==> config.mk <==
export PLATFORM = sky130hd
export DESIGN_NAME = fft_pipeline_controller
export DESIGN_NICKNAME = d
export VERILOG_FILES = /design/src/rtl/fft_pipeline_controller.sv
export SDC_FILE = /design/constraint.sdc
export NUM_CORES = 1
export LEC_CHECK = 0
export ABC_AREA = 1
export BUFFER_PORTS_ARGS = -buffer_cell sky130_fd_sc_hd__buf_4
export CAP_MARGIN = 0
export CORE_UTILIZATION = 40
export CTS_CLUSTER_DIAMETER = 200
export DETAILED_ROUTE_END_ITERATION = 10
export GPL_ROUTABILITY_DRIVEN = 0
export SYNTH_ARGS = -nofsm -noshare
export SYNTH_HDL_FRONTEND = slang
export SYNTH_SLANG_ARGS = --single-unit
==> constraint.sdc <==
create_clock -name clk -period 2.5 [get_ports clk]
set_clock_uncertainty 0.15 [all_clocks]
set_input_delay 0.125 -clock clk [delete_from_list [all_inputs] [get_ports clk]]
set_output_delay 0.125 -clock clk [all_outputs]
set_load 0.01 [all_outputs]
==> src/rtl/fft_pipeline_controller.sv <==
`default_nettype none
// ============================================================================
// Module   : fft_pipeline_controller
// Purpose  : Sequencing for an S-stage radix-2 SDF FFT: butterfly selects,
//            twiddle addresses, output valid/framing and bit-reversed index.
// Revision : 1.0
// ============================================================================
module fft_pipeline_controller #(
    parameter int NFFT      = 64,
    parameter int STAGE_LAT = 2
) (
    input  logic                                     clk,
    input  logic                                     rst,
    input  logic                                     start_conv,
    input  logic                                     stop_conv,
    output logic                                     in_accept,
    output logic [$clog2(NFFT)-1:0]                  sel,
    output logic [$clog2(NFFT)*($clog2(NFFT)-1)-1:0] tw_addr,
    output logic                                     out_valid,
    output logic                                     out_frame_start,
    output logic [$clog2(NFFT)-1:0]                  out_index,
    output logic                                     busy
);

    localparam int c_S   = $clog2(NFFT);
    localparam int c_TW  = c_S - 1;
    localparam int c_LAT = (NFFT - 1) + c_S * STAGE_LAT;
    localparam int c_CW  = $clog2(c_LAT + 1);

    function automatic int stage_off(input int s);
        int acc;
        acc = 0;
        for (int j = 1; j < s; j++) acc += (NFFT >> j) + STAGE_LAT;
        return acc;
    endfunction

    typedef enum logic [1:0] {
        IDLE  = 2'd0,
        FILL  = 2'd1,
        RUN   = 2'd2,
        DRAIN = 2'd3
    } state_t;

    state_t            state_q, state_d;
    logic [c_S-1:0]    in_cnt_q, in_cnt_d;
    logic [c_S-1:0]    out_cnt_q, out_cnt_d;
    logic [c_S-1:0]    sel_dly_q;
    logic [15:0]       frames_in_q, frames_in_d;
    logic [15:0]       frames_out_q, frames_out_d;
    logic              stop_pend_q, stop_pend_d;
    logic              out_on_q, out_on_d;
    logic [c_CW-1:0]   cyc_q, cyc_d;

    logic [c_S-1:0]      w_sel;
    logic [c_S*c_TW-1:0] w_tw;
    logic [c_S-1:0]      w_rev;
    logic                w_busy, w_acc, w_in_wrap, w_out_wrap, w_last_in, w_last_out;

    assign w_busy     = (state_q != IDLE);
    assign w_acc      = (state_q == FILL) || (state_q == RUN);
    assign w_in_wrap  = (in_cnt_q == c_S'(NFFT - 1));
    assign w_out_wrap = out_on_q && (out_cnt_q == c_S'(NFFT - 1));
    assign w_last_in  = w_acc && stop_pend_q && w_in_wrap;
    // Frame counters only ever differ by in-flight frames; equality after
    // this output's increment means nothing is left in the pipe.
    assign w_last_out = w_out_wrap && (16'(frames_out_q + 16'd1) == frames_in_q);

    always_comb begin
        state_d      = state_q;
        stop_pend_d  = stop_pend_q;
        in_cnt_d     = in_cnt_q;
        cyc_d        = cyc_q;
        out_on_d     = out_on_q;
        out_cnt_d    = out_cnt_q;
        frames_in_d  = frames_in_q;
        frames_out_d = frames_out_q;

        if (w_busy) begin
            in_cnt_d = in_cnt_q + 1'b1;
            if (cyc_q != c_CW'(c_LAT)) cyc_d = cyc_q + 1'b1;
            if (cyc_q == c_CW'(c_LAT - 1)) out_on_d = 1'b1;
        end
        if (w_acc && stop_conv) stop_pend_d = 1'b1;
        if (w_acc && w_in_wrap) frames_in_d = frames_in_q + 16'd1;
        if (out_on_q) begin
            out_cnt_d = out_cnt_q + 1'b1;
            if (w_out_wrap) frames_out_d = frames_out_q + 16'd1;
        end

        case (state_q)
            IDLE: begin
                if (start_conv) begin
                    state_d     = FILL;
                    stop_pend_d = stop_conv;
                end
            end
            FILL: begin
                if (w_last_in) state_d = DRAIN;
                else if (cyc_q == c_CW'(c_LAT - 1)) state_d = RUN;
            end
            RUN: begin
                if (w_last_in) state_d = DRAIN;
            end
            DRAIN: begin
                if (w_last_out) begin
                    state_d     = IDLE;
                    stop_pend_d = 1'b0;
                    in_cnt_d    = '0;
                    cyc_d       = '0;
                    out_on_d    = 1'b0;
                end
            end
            default: state_d = IDLE;
        endcase
    end

    always_ff @(posedge clk) begin
        if (rst) begin
            state_q      <= IDLE;
            stop_pend_q  <= 1'b0;
            in_cnt_q     <= '0;
            cyc_q        <= '0;
            out_on_q     <= 1'b0;
            out_cnt_q    <= '0;
            frames_in_q  <= '0;
            frames_out_q <= '0;
            sel_dly_q    <= '0;
        end else begin
            state_q      <= state_d;
            stop_pend_q  <= stop_pend_d;
            in_cnt_q     <= in_cnt_d;
            cyc_q        <= cyc_d;
            out_on_q     <= out_on_d;
            out_cnt_q    <= out_cnt_d;
            frames_in_q  <= frames_in_d;
            frames_out_q <= frames_out_d;
            sel_dly_q    <= w_sel;
        end
    end

    // A stage stays quiet until the first sample has travelled OFF_s cycles.
    for (genvar gs = 1; gs <= c_S; gs++) begin : g_stage
        localparam int c_OFF = stage_off(gs);
        localparam int c_D   = NFFT >> gs;
        logic [c_S-1:0] w_c;
        logic           w_en;

        assign w_c           = in_cnt_q - c_S'(c_OFF % NFFT);
        assign w_en          = w_busy && (cyc_q >= c_CW'(c_OFF));
        assign w_sel[gs-1]   = w_en && w_c[c_S-gs];

        if (gs < c_S) begin : g_tw
            logic [c_S-1:0] w_m;
            assign w_m = (w_c - 1'b1) & c_S'(c_D - 1);
            assign w_tw[(gs-1)*c_TW +: c_TW] =
                (w_en && !sel_dly_q[gs-1]) ? c_TW'(w_m << (gs - 1)) : '0;
        end else begin : g_tw_tie
            assign w_tw[(gs-1)*c_TW +: c_TW] = '0;
        end
    end

    always_comb begin
        w_rev = '0;
        for (int i = 0; i < c_S; i++) w_rev[i] = out_cnt_q[c_S-1-i];
    end

    assign in_accept       = !rst && w_acc;
    assign busy            = !rst && w_busy;
    assign out_valid       = !rst && out_on_q;
    assign out_frame_start = out_valid && (out_cnt_q == '0);
    assign out_index       = out_valid ? w_rev : '0;
    assign sel             = rst ? '0 : w_sel;
    assign tw_addr         = rst ? '0 : w_tw;

endmodule
`default_nettype wire

==> metrics.cfg, run 1 <==
[clock_network]
clockBufferDepth = 2
clk_latency_ps = 350
h-tree-depth = 3
path_clk_slew_ps = 80
numCtsBuffers = 9
clock_sinks = 60
cts_root_buf = clkbuf_8
cts_tree = yes

[global_routing]
grt_usage_pct = 19.9
grt_pass1_wl_um = 16200
antenna_found_initial = 0
grt_max_degree = 31
grt_pass1_vias = 3570
overflow = 0

[detailed_routing]
drt_first_pass_iters = 4
ant_nets = 0
via_per_inst = 4.95
routed_wl_um = 9830
drc_errors = 0
wl_per_cell_um = 12.4
drt-initial-drc-count = 149
route.vias.total = 3914

[synthesis]
ys_warn_count = 0
syn_area_um2 = 3980
synthCells = 607
synthArstFlopShare_pct = 0
yosys.area.top_type = dfxtp_1
synthTopCellsByArea = dfxtp_1 30%, nand2_1 11%, inv_1 9.0%, nand3_1 6.5%, nor2_1 6.3%
synth_seq_cells = 60
synth_edf_count = 0
synth_top_flop_cell = dfxtp_1
synth_top_area_share_pct = 30.2
ys_seq_area_share_pct = 30.2
synth.distinct_cells = 37
syn_area_per_cell_um2 = 6.56

[power]
power_mw = 3.02
seq_power_share_pct = 35.9
p_leak_nw = 2.08
p_comb_share_pct = 31.2
clkPwrFrac_pct = 32.9
swShare_pct = 35.1
p_int_mw = 1.96
power_switching_mw = 1.06
powerDensity_nw_per_um2 = 649
peakVddDrop_mv = 0.443

[floorplanning]
fp-row-count = 36
fp.dieH_um = 102
die_area_um2 = 10400
core_area_um2 = 9730
die_x_um = 102
start_util_pct = 40.9
io_pins = 50

[placement]
place_inst = 769
dpl.hpwl_um = 7410
port-buffer-count = 34

[layout]
final_common_cell = nand2_1
fin_util_pct = 47.8
layout_common_cells = 118 x nand2_1, 95 x inv_1, 64 x nor2_1, 58 x dfxtp_1, 52 x nand3_1
num-nets-final = 676
area_growth_pct = 16.7
final_cells = 790
layout-drive-gt1-share_pct = 14.3
antenna_cells = 0

[critical_path]
cp-end-kind = output pin
critical_path.max_fanout = 6
worstPathRequired_ps = 2230
criticalPathCategory = reg -> out
critPathLaunchType = register
arrival_ps = 2050

[worst_hold_path]
hp-class = in -> reg

[flow_run]
maxCapViolations = 0

[sta]
setup_viol = 0
fin_crit_ps = 2320
finalHoldViolCount = 0
period_share_pct = 92.8
fmax_ghz = 0.431
finalSetupTns_ps = 0
final_max_slew_viol_count = 0

[status]
status = finished clean

## flip-flops by register name (all words and copies together) (netlist names)
| signal | cells |
|---|---|
| sel_dly_q | 5 |
| frames_out_q | 16 |
| stop_pend_q | 1 |
| out_cnt_q | 6 |
| in_cnt_q | 6 |
| cyc_q | 7 |
| out_on_q | 1 |
| frames_in_q | 16 |
| state_q | 2 |
## worst paths after layout
path / start / slack (ps) / endpoint / cells after the start
worst max-delay path: state_q[0] / 180 / tw_addr[9] / 9
worst min-delay path: stop_conv / 80 / stop_pend_q / 5
worst max register to register: frames_out_q[1] / 210 / cyc_q[2] / 14
worst min register to register: out_cnt_q[0] / 360 / out_cnt_q[0] / 2
## layer usage
metal | wire length (µm) | GRT usage (%) | vias up
met5 | 0 | 0 | -
met4 | 75 | 4.35 | 0
met3 | 477 | 5.11 | 6
met2 | 4720 | 33.9 | 94
met1 | 4560 | 25.2 | 1788
li1 | - | - | 2026
## synth_stat cells (6+ instances only)
| library cell | n |
|---|---|
| a21oi_1 | 31 |
| buf_4 | 15 |
| nand3_1 | 52 |
| xor2_1 | 8 |
| o21ai_0 | 34 |
| ha_1 | 20 |
| dfxtp_1 | 60 |
| o211ai_1 | 7 |
| nand2_1 | 118 |
| nor2_4 | 6 |
| nand4_1 | 21 |
| nor2_1 | 67 |
| clkbuf_1 | 9 |
| inv_1 | 95 |
| nor3_1 | 23 |
## critical path, cell delays in order (launching register included)
cell and delay, ps:
dfxtp_2 390, inv_1 100, ha_4 180, nor2_1 130, o41ai_1 80, o21ai_0 70
inv_1 70, or2_2 340, nor3_1 170, buf_4 150
## through the flow
| step | instance area, µm² | hold WS, ps | setup slack (ps) |
|---|---|---|---|
| detailed placement | 4350 | 347 | 105 |
| finish | 4650 | 84.4 | 180 |
| floorplan | 4040 | 150 | 412 |
| global route | 4650 | 75.1 | -0.288 |
| global placement | 4350 | 336 | 95.7 |
| CTS | 4580 | 62.0 | 46.9 |
## power by group through the flow
| stage | clock network, mW | registers [mW] | logic (mW) |
|---|---|---|---|
| 2_1_floorplan | 0 | 1.09 | 0.640 |
| 3_3_place_gp | 0 | 1.10 | 0.885 |
| 3_5_place_dp | 0 | 1.10 | 0.898 |
| 4_1_cts | 1.02 | 1.08 | 0.907 |
| 5_1_grt | 1.05 | 1.09 | 1.06 |
| 6_report | 0.994 | 1.08 | 0.942 |
## cell families (layout without fill, tap and decap cells)
logic type / count (synthesis) / after routing / share of synthesized area, %
xor+xnor: 13 / 13 / 3.24
fa+ha+maj: 20 / 20 / 6.28
flops: 60 / 60 / 30.2
buf+inv: 123 / 159 / 13.2
compound gates: 80 / 80 / 11.0
other cells: 1 / 15 / 0.0942
simple gates: 310 / 310 / 36.0
## area by class of cell
class | count | area (µm²)
Clock buffer | 9 | 124
Clock inverter | 7 | 101
Fill cell | 1005 | 5080
Inverter | 97 | 364
Multi-Input combinational cell | 438 | 2340
Sequential cell | 60 | 1200
Tap cell | 133 | 166
Timing Repair Buffer | 46 | 349
## timing repair
| item | in CTS | in global routing |
|---|---|---|
| setup buffers | 0 | 4 |
| endpoints found under the setup margin | 0 | 18 |
| endpoints found under the hold margin | 1 | 0 |
| hold buffers | 1 | 0 |
| gates resized for setup | 0 | 10 |
Note: power is estimated with default switching activity, not from simulation.
==> run 2: changes to the inputs <==
CORE_UTILIZATION = 45   (was 40)
==> run 2 against run 1 <==
  * Final area fell by 2.6%
  * Via count fell by 1.3%
  * Clock-buffer cell count rose by 2
  * Core utilization rose by 6.3 points
  * Critical path type unchanged
  * Critical endpoint is now tw_addr[8]
  * Largest cell class unchanged
  * Largest power group unchanged
==> metrics.cfg, run 2 (synthesis results as in run 1) <==
[global_routing]
grt_pass1_wl_um = 16600  ; +2.7%
overflow = 0  ; unchanged
grt_pass1_vias = 3643  ; +2.0%
antenna_found_initial = 0  ; unchanged
grt_max_degree = 22  ; -29%
grt_usage_pct = 23.5  ; +3.6 points

[floorplanning]
io_pins = 50  ; unchanged
fp.dieH_um = 96.1  ; -5.6%
fp-row-count = 33  ; -8.3%
die_x_um = 96.1  ; -5.6%
start_util_pct = 47.5  ; +6.6 points
die_area_um2 = 9230  ; -11%
core_area_um2 = 8380  ; -14%

[layout]
layout_common_cells = 118 x nand2_1, 95 x inv_1, 64 x nor2_1, 57 x dfxtp_1, 52 x nand3_1
antenna_cells = 0  ; unchanged
multiInputGateArea_um2 = 2350  ; +0.32%
seqCellArea_um2 = 1200  ; +0.10%
area_growth_pct = 13.7
top_regs = frames_in_q x16, frames_out_q x16, cyc_q x7
layout-drive-gt1-share_pct = 13.8  ; -0.52 points
n_fill_cell = 846  ; -16%
final_common_cell = nand2_1
num-nets-final = 674  ; -0.30%
design_area_um2 = 4530  ; -2.6%

[critical_path]
r2r_slack_ps = 170  ; -40 ps
criticalPathCategory = reg -> out
r2r-start = state_q[0]
crit_path_top_delay_cell = dfxtp_2
r2r_cells = 11  ; -3
critical_path.max_fanout = 8  ; +2
critPathMaxStageDelay_ps = 380  ; about the same
worstPathRequired_ps = 2230  ; about the same
crit_path_cell_trace = inv_1 -> ha_2 -> nor2_1 -> o41ai_1 -> o21ai_0 -> inv_1 -> or2_2 -> nor3_1 -> buf_4
critPathLaunchType = register
crit_top_cell = inv_1
worstReg2RegEnd = frames_in_q[10]
cp-end-kind = output pin
arrival_ps = 2130  ; +80 ps

[clock_network]
clock_sinks = 60  ; unchanged
h-tree-depth = 3  ; unchanged
cts_setup_buffers = 0  ; unchanged
cts_root_buf = clkbuf_8
clockBufferDepth = 2  ; unchanged
cts_tree = yes
numCtsBuffers = 9  ; unchanged
clk_latency_ps = 340  ; about the same
path_clk_slew_ps = 70  ; about the same

[sta]
fmax_ghz = 0.416  ; -3.5%
period_share_pct = 96.1  ; +3.3 points
final_max_slew_viol_count = 0  ; unchanged
fin_crit_ps = 2400  ; +83.7 ps
setup_viol = 0  ; unchanged
finalHoldViolCount = 0  ; unchanged
rsz0062_at_grt = yes
hold_slack_ps = 80.7  ; -3.72 ps

[detailed_routing]
via_per_inst = 5.09  ; +2.8%
routed_wl_um = 9900  ; +0.66%
ant_nets = 0  ; unchanged
drc_errors = 0  ; unchanged
route.vias.total = 3862  ; -1.3%
wl_per_cell_um = 13.1  ; +4.9%
drt-initial-drc-count = 130  ; -13%
drt_first_pass_iters = 4  ; unchanged

[worst_hold_path]
holdPathStages = 5  ; unchanged
hold_path_startpoint = stop_conv
min_to = stop_pend_q
hp-class = in -> reg

[power]
p_leak_nw = 2.04  ; -2.0%
peakVddDrop_mv = 0.485  ; +9.4%
powerDensity_nw_per_um2 = 601  ; -7.4%

[status]
status = finished clean

[placement]
dpl.hpwl_um = 7520  ; +1.5%
port-buffer-count = 34  ; unchanged
place_area_um2 = 4320  ; -0.63%

[flow_run]
maxCapViolations = 0  ; unchanged

[run 2: area by class of cell]
class | count | area share (%)
Timing Repair Buffer | 43 | 7.18
Inverter | 97 | 8.04
Tap cell | 105 | 2.90
Clock buffer | 11 | 3.12
Sequential cell | 60 | 26.6
Clock inverter | 3 | 0.331
Multi-Input combinational cell | 439 | 51.8
[run 2: power by group]
group	total (mW)	switching (mW)	internal, mW
logic	0.902	0.549	0.353
clock network	0.736	0.366	0.370
registers	1.09	0.0616	1.02
total	2.72	0.976	1.75
[run 2: repair_timing]
item	4_1_cts	5_1_grt
hold buffers	1	0
pin swaps	0	2
cloned	0	1
gates resized for setup	2	10
endpoints found under the hold margin	1	0
setup endpoints to repair	3	21
[run 2: metrics by stage]
stage / std cells / TNS (ps) / setup WS (ps) / utilization [%] / power, mW
3_5_place_dp: 742 / 0 / 90.8 / 51.5 / 1.99
6_report: 758 / 0 / 96.3 / 54.0 / 2.72
2_1_floorplan: 621 / 0 / 412 / - / 1.73
3_3_place_gp: 742 / 0 / 176 / 51.5 / 1.99
5_1_grt: 758 / -63.4 / -25.1 / 54.0 / 2.93
4_1_cts: 757 / 0 / 40.2 / 53.6 / 2.75
[run 2: routing by layer]
layer  vias to the layer above  global-route usage, %  part of all wire (%)
li1                       2021                      -                     -
met1                      1764                   28.2                    47
met2                        75                   41.5                    49
met3                         2                   4.58                   3.9
met4                         0                   7.96                  0.37
met5                         -                      0                     0
[run 2: worst max-delay path by stage]
stage | slack (ps) | cells past startpoint | from | to
after floorplan | 410 | 14 | state_q[0] | frames_in_q[15]
after global placement | 180 | 11 | state_q[0] | frames_in_q[10]
after detailed placement | 90 | 11 | state_q[0] | frames_in_q[14]
after CTS | 40 | 9 | state_q[1] | tw_addr[8]
after global routing | -30 | 9 | state_q[0] | tw_addr[9]
final | 100 | 9 | state_q[0] | tw_addr[8]
[run 2: worst max-delay path, delay by kind of cell (launching register included)]
family / cells / cell delay, ps
compound gates: 2 / 170
simple gates: 3 / 680
fa+ha+maj: 1 / 250
buf+inv: 3 / 320
flops: 1 / 380
==> run 3: changes to the inputs <==
==> constraint.sdc (replaced) <==
create_clock -name clk -period 2.6 [get_ports clk]
set_clock_uncertainty 0.15 [all_clocks]
set_input_delay 0.26 -clock clk [delete_from_list [all_inputs] [get_ports clk]]
set_output_delay 0.26 -clock clk [all_outputs]
set_load 0.01 [all_outputs]
==> run 3 against run 2 <==
  * Final area down 0.50%
  * Sequential cell count did not move
  * Via count decreased by 0.47%
  * Sequential power down 4%
  * Die area unchanged
  * Register-to-register slack gained 40 ps
  * Core utilization shrank 0.27 points
  * Global-route usage increased by 0.12 points
  * Non-clock buffer count down 2
  * Combinational power shrank 2%
  * First-iteration DRC count is 38% lower
  * Worst setup slack better by 52 ps
  * Largest power group unchanged
  * Highest routed layer unchanged
==> metrics.cfg, run 3 (synthesis results as in run 1) <==
[sta]
hold_slack_ps = 150  ; +68.9 ps
period_share_pct = 94.3
rsz0062_at_grt = no
worst_slack_ps = 148  ; +52.0 ps
fmax_ghz = 0.408
final_max_slew_viol_count = 0  ; unchanged
finalHoldViolCount = 0  ; unchanged
finalSetupTns_ps = 0  ; unchanged
fin_crit_ps = 2450
setup_viol = 0  ; unchanged

[power]
swShare_pct = 36.2  ; +0.40 points
power_switching_mw = 0.977  ; about the same
p_leak_nw = 2.03  ; -0.22%
powerDensity_nw_per_um2 = 598  ; -0.59%
clkPwrFrac_pct = 28.3  ; +1.3 points
peakVddDrop_mv = 0.383  ; -21%
p_comb_share_pct = 32.9  ; -0.2 points
seq_power_share_pct = 38.8  ; -1.0 points
p_int_mw = 1.72  ; -1.7%
power_mw = 2.69  ; -1.1%

[layout]
n_fill_cell = 849  ; +0.35%
num-nets-final = 671  ; -0.45%
design_area_um2 = 4510  ; -0.50%
layout-drive-gt1-share_pct = 13.1  ; -0.73 points
final_common_cell = nand2_1
top_regs = frames_in_q x16, frames_out_q x16, cyc_q x7
layout_common_cells = 118 x nand2_1, 95 x inv_1, 65 x nor2_1, 58 x dfxtp_1, 52 x nand3_1
antenna_cells = 0  ; unchanged
area_growth_pct = 13.2

[clock_network]
hold_buffers = 0  ; -1
cts_tree = yes
clk_latency_ps = 340  ; about the same
numCtsBuffers = 9  ; unchanged
clockBufferDepth = 2  ; unchanged
h-tree-depth = 3  ; unchanged
cts_root_buf = clkbuf_8
path_clk_slew_ps = 70  ; about the same
clock_sinks = 60  ; unchanged

[critical_path]
r2r-start = state_q[0]
critical_path.max_fanout = 6  ; -2
cp-end-kind = output pin
critPathLaunchType = register
startpoint = state_q[0]
worstPathRequired_ps = 2190  ; -40 ps
criticalPathCategory = reg -> out
arrival_ps = 2040  ; -90 ps

[flow_run]
maxCapViolations = 0  ; unchanged

[global_routing]
antenna_found_initial = 0  ; unchanged
grt_max_degree = 24  ; +9.1%
overflow = 0  ; unchanged
grt_pass1_wl_um = 16500  ; -0.54%
grt_usage_pct = 23.6  ; +0.12 points
grt_pass1_vias = 3621  ; -0.60%

[detailed_routing]
routed_wl_um = 9970  ; +0.71%
drc_errors = 0  ; unchanged
route.vias.total = 3844  ; -0.47%
wl_per_cell_um = 13.2  ; +0.97%
ant_nets = 0  ; unchanged
drt-initial-drc-count = 81  ; -38%
via_per_inst = 5.08  ; -0.20%
drt_first_pass_iters = 4  ; unchanged

[worst_hold_path]
hold_path_startpoint = rst
hp-class = in -> reg

[placement]
place_area_um2 = 4300  ; -0.35%
dpl.hpwl_um = 7490  ; -0.42%
port-buffer-count = 34  ; unchanged
dp_slack_ps = 156  ; +64.8 ps

[floorplanning]
core_area_um2 = 8380  ; unchanged
fp.dieH_um = 96.1  ; unchanged
io_pins = 50  ; unchanged
start_util_pct = 47.5  ; unchanged
die_area_um2 = 9230  ; unchanged
fp-row-count = 33  ; unchanged
die_x_um = 96.1  ; unchanged

[status]
status = finished clean

## run 3: cell count changes in the layout (fill, tap and decap cells not counted), sizes merged
cell / delta
clkinv: -3
nor2: -1
clkinvlp: +1
clkbuf: +3
dlygate4sd3: -1
buf: -1
## run 3: layout make-up
class	count	area, µm²	area share [%]
multi-input combinational	438	2330	51.7
clock buffer	14	163	3.61
tap	105	131	2.92
sequential	60	1200	26.7
inverter	97	364	8.08
timing repair buffer	41	308	6.83
clock inverter	1	7.51	0.167
## run 3: final timing paths
path | cells after the start | slack [ps] | endpoint
hold / removal | 2 | 150 | frames_in_q[7]
hold reg to reg | 2 | 360 | out_cnt_q[0]
setup reg to reg | 11 | 210 | frames_in_q[14]
setup / recovery | 9 | 150 | tw_addr[8]
## run 3: power by group through the flow
| stage | Sequential (mW) | Combinational (mW) | Clock (mW) |
|---|---|---|---|
| after floorplan | 1.05 | 0.616 | 0 |
| after global placement | 1.06 | 0.855 | 0 |
| after detailed placement | 1.06 | 0.861 | 0 |
| after CTS | 1.04 | 0.870 | 0.788 |
| after global routing | 1.06 | 1.00 | 0.825 |
| final | 1.05 | 0.886 | 0.762 |
## run 3: metrics by stage
stage | cells | util [%]
after global routing | 756 | 53.8
after CTS | 755 | 53.5
final | 756 | 53.8
after global placement | 740 | 51.4
after floorplan | 621 | -
after detailed placement | 740 | 51.4
## run 3: critical path, stage by stage (launching register included)
cell and delay, ps:
dfxtp_2 390, inv_1 80, ha_2 220, nor2_2 130, o41ai_1 80, o21ai_0 80, inv_1 70, or2_2 340
nor3_2 160, buf_4 150
## run 3: layer usage
| layer | routed length (µm) | track usage [%] | up-vias |
|---|---|---|---|
| met4 | 150 | 6.97 | 0 |
| met2 | 4870 | 42.3 | 81 |
| met3 | 422 | 6.48 | 12 |
| met5 | 0 | 0 | - |
| met1 | 4530 | 27.1 | 1739 |
| li1 | - | - | 2012 |
## run 3: timing repair
item | in CTS | in global routing
pin swaps | 0 | 1
setup endpoints to repair | 2 | 11
setup buffers | 0 | 1
gates resized for setup | 2 | 7
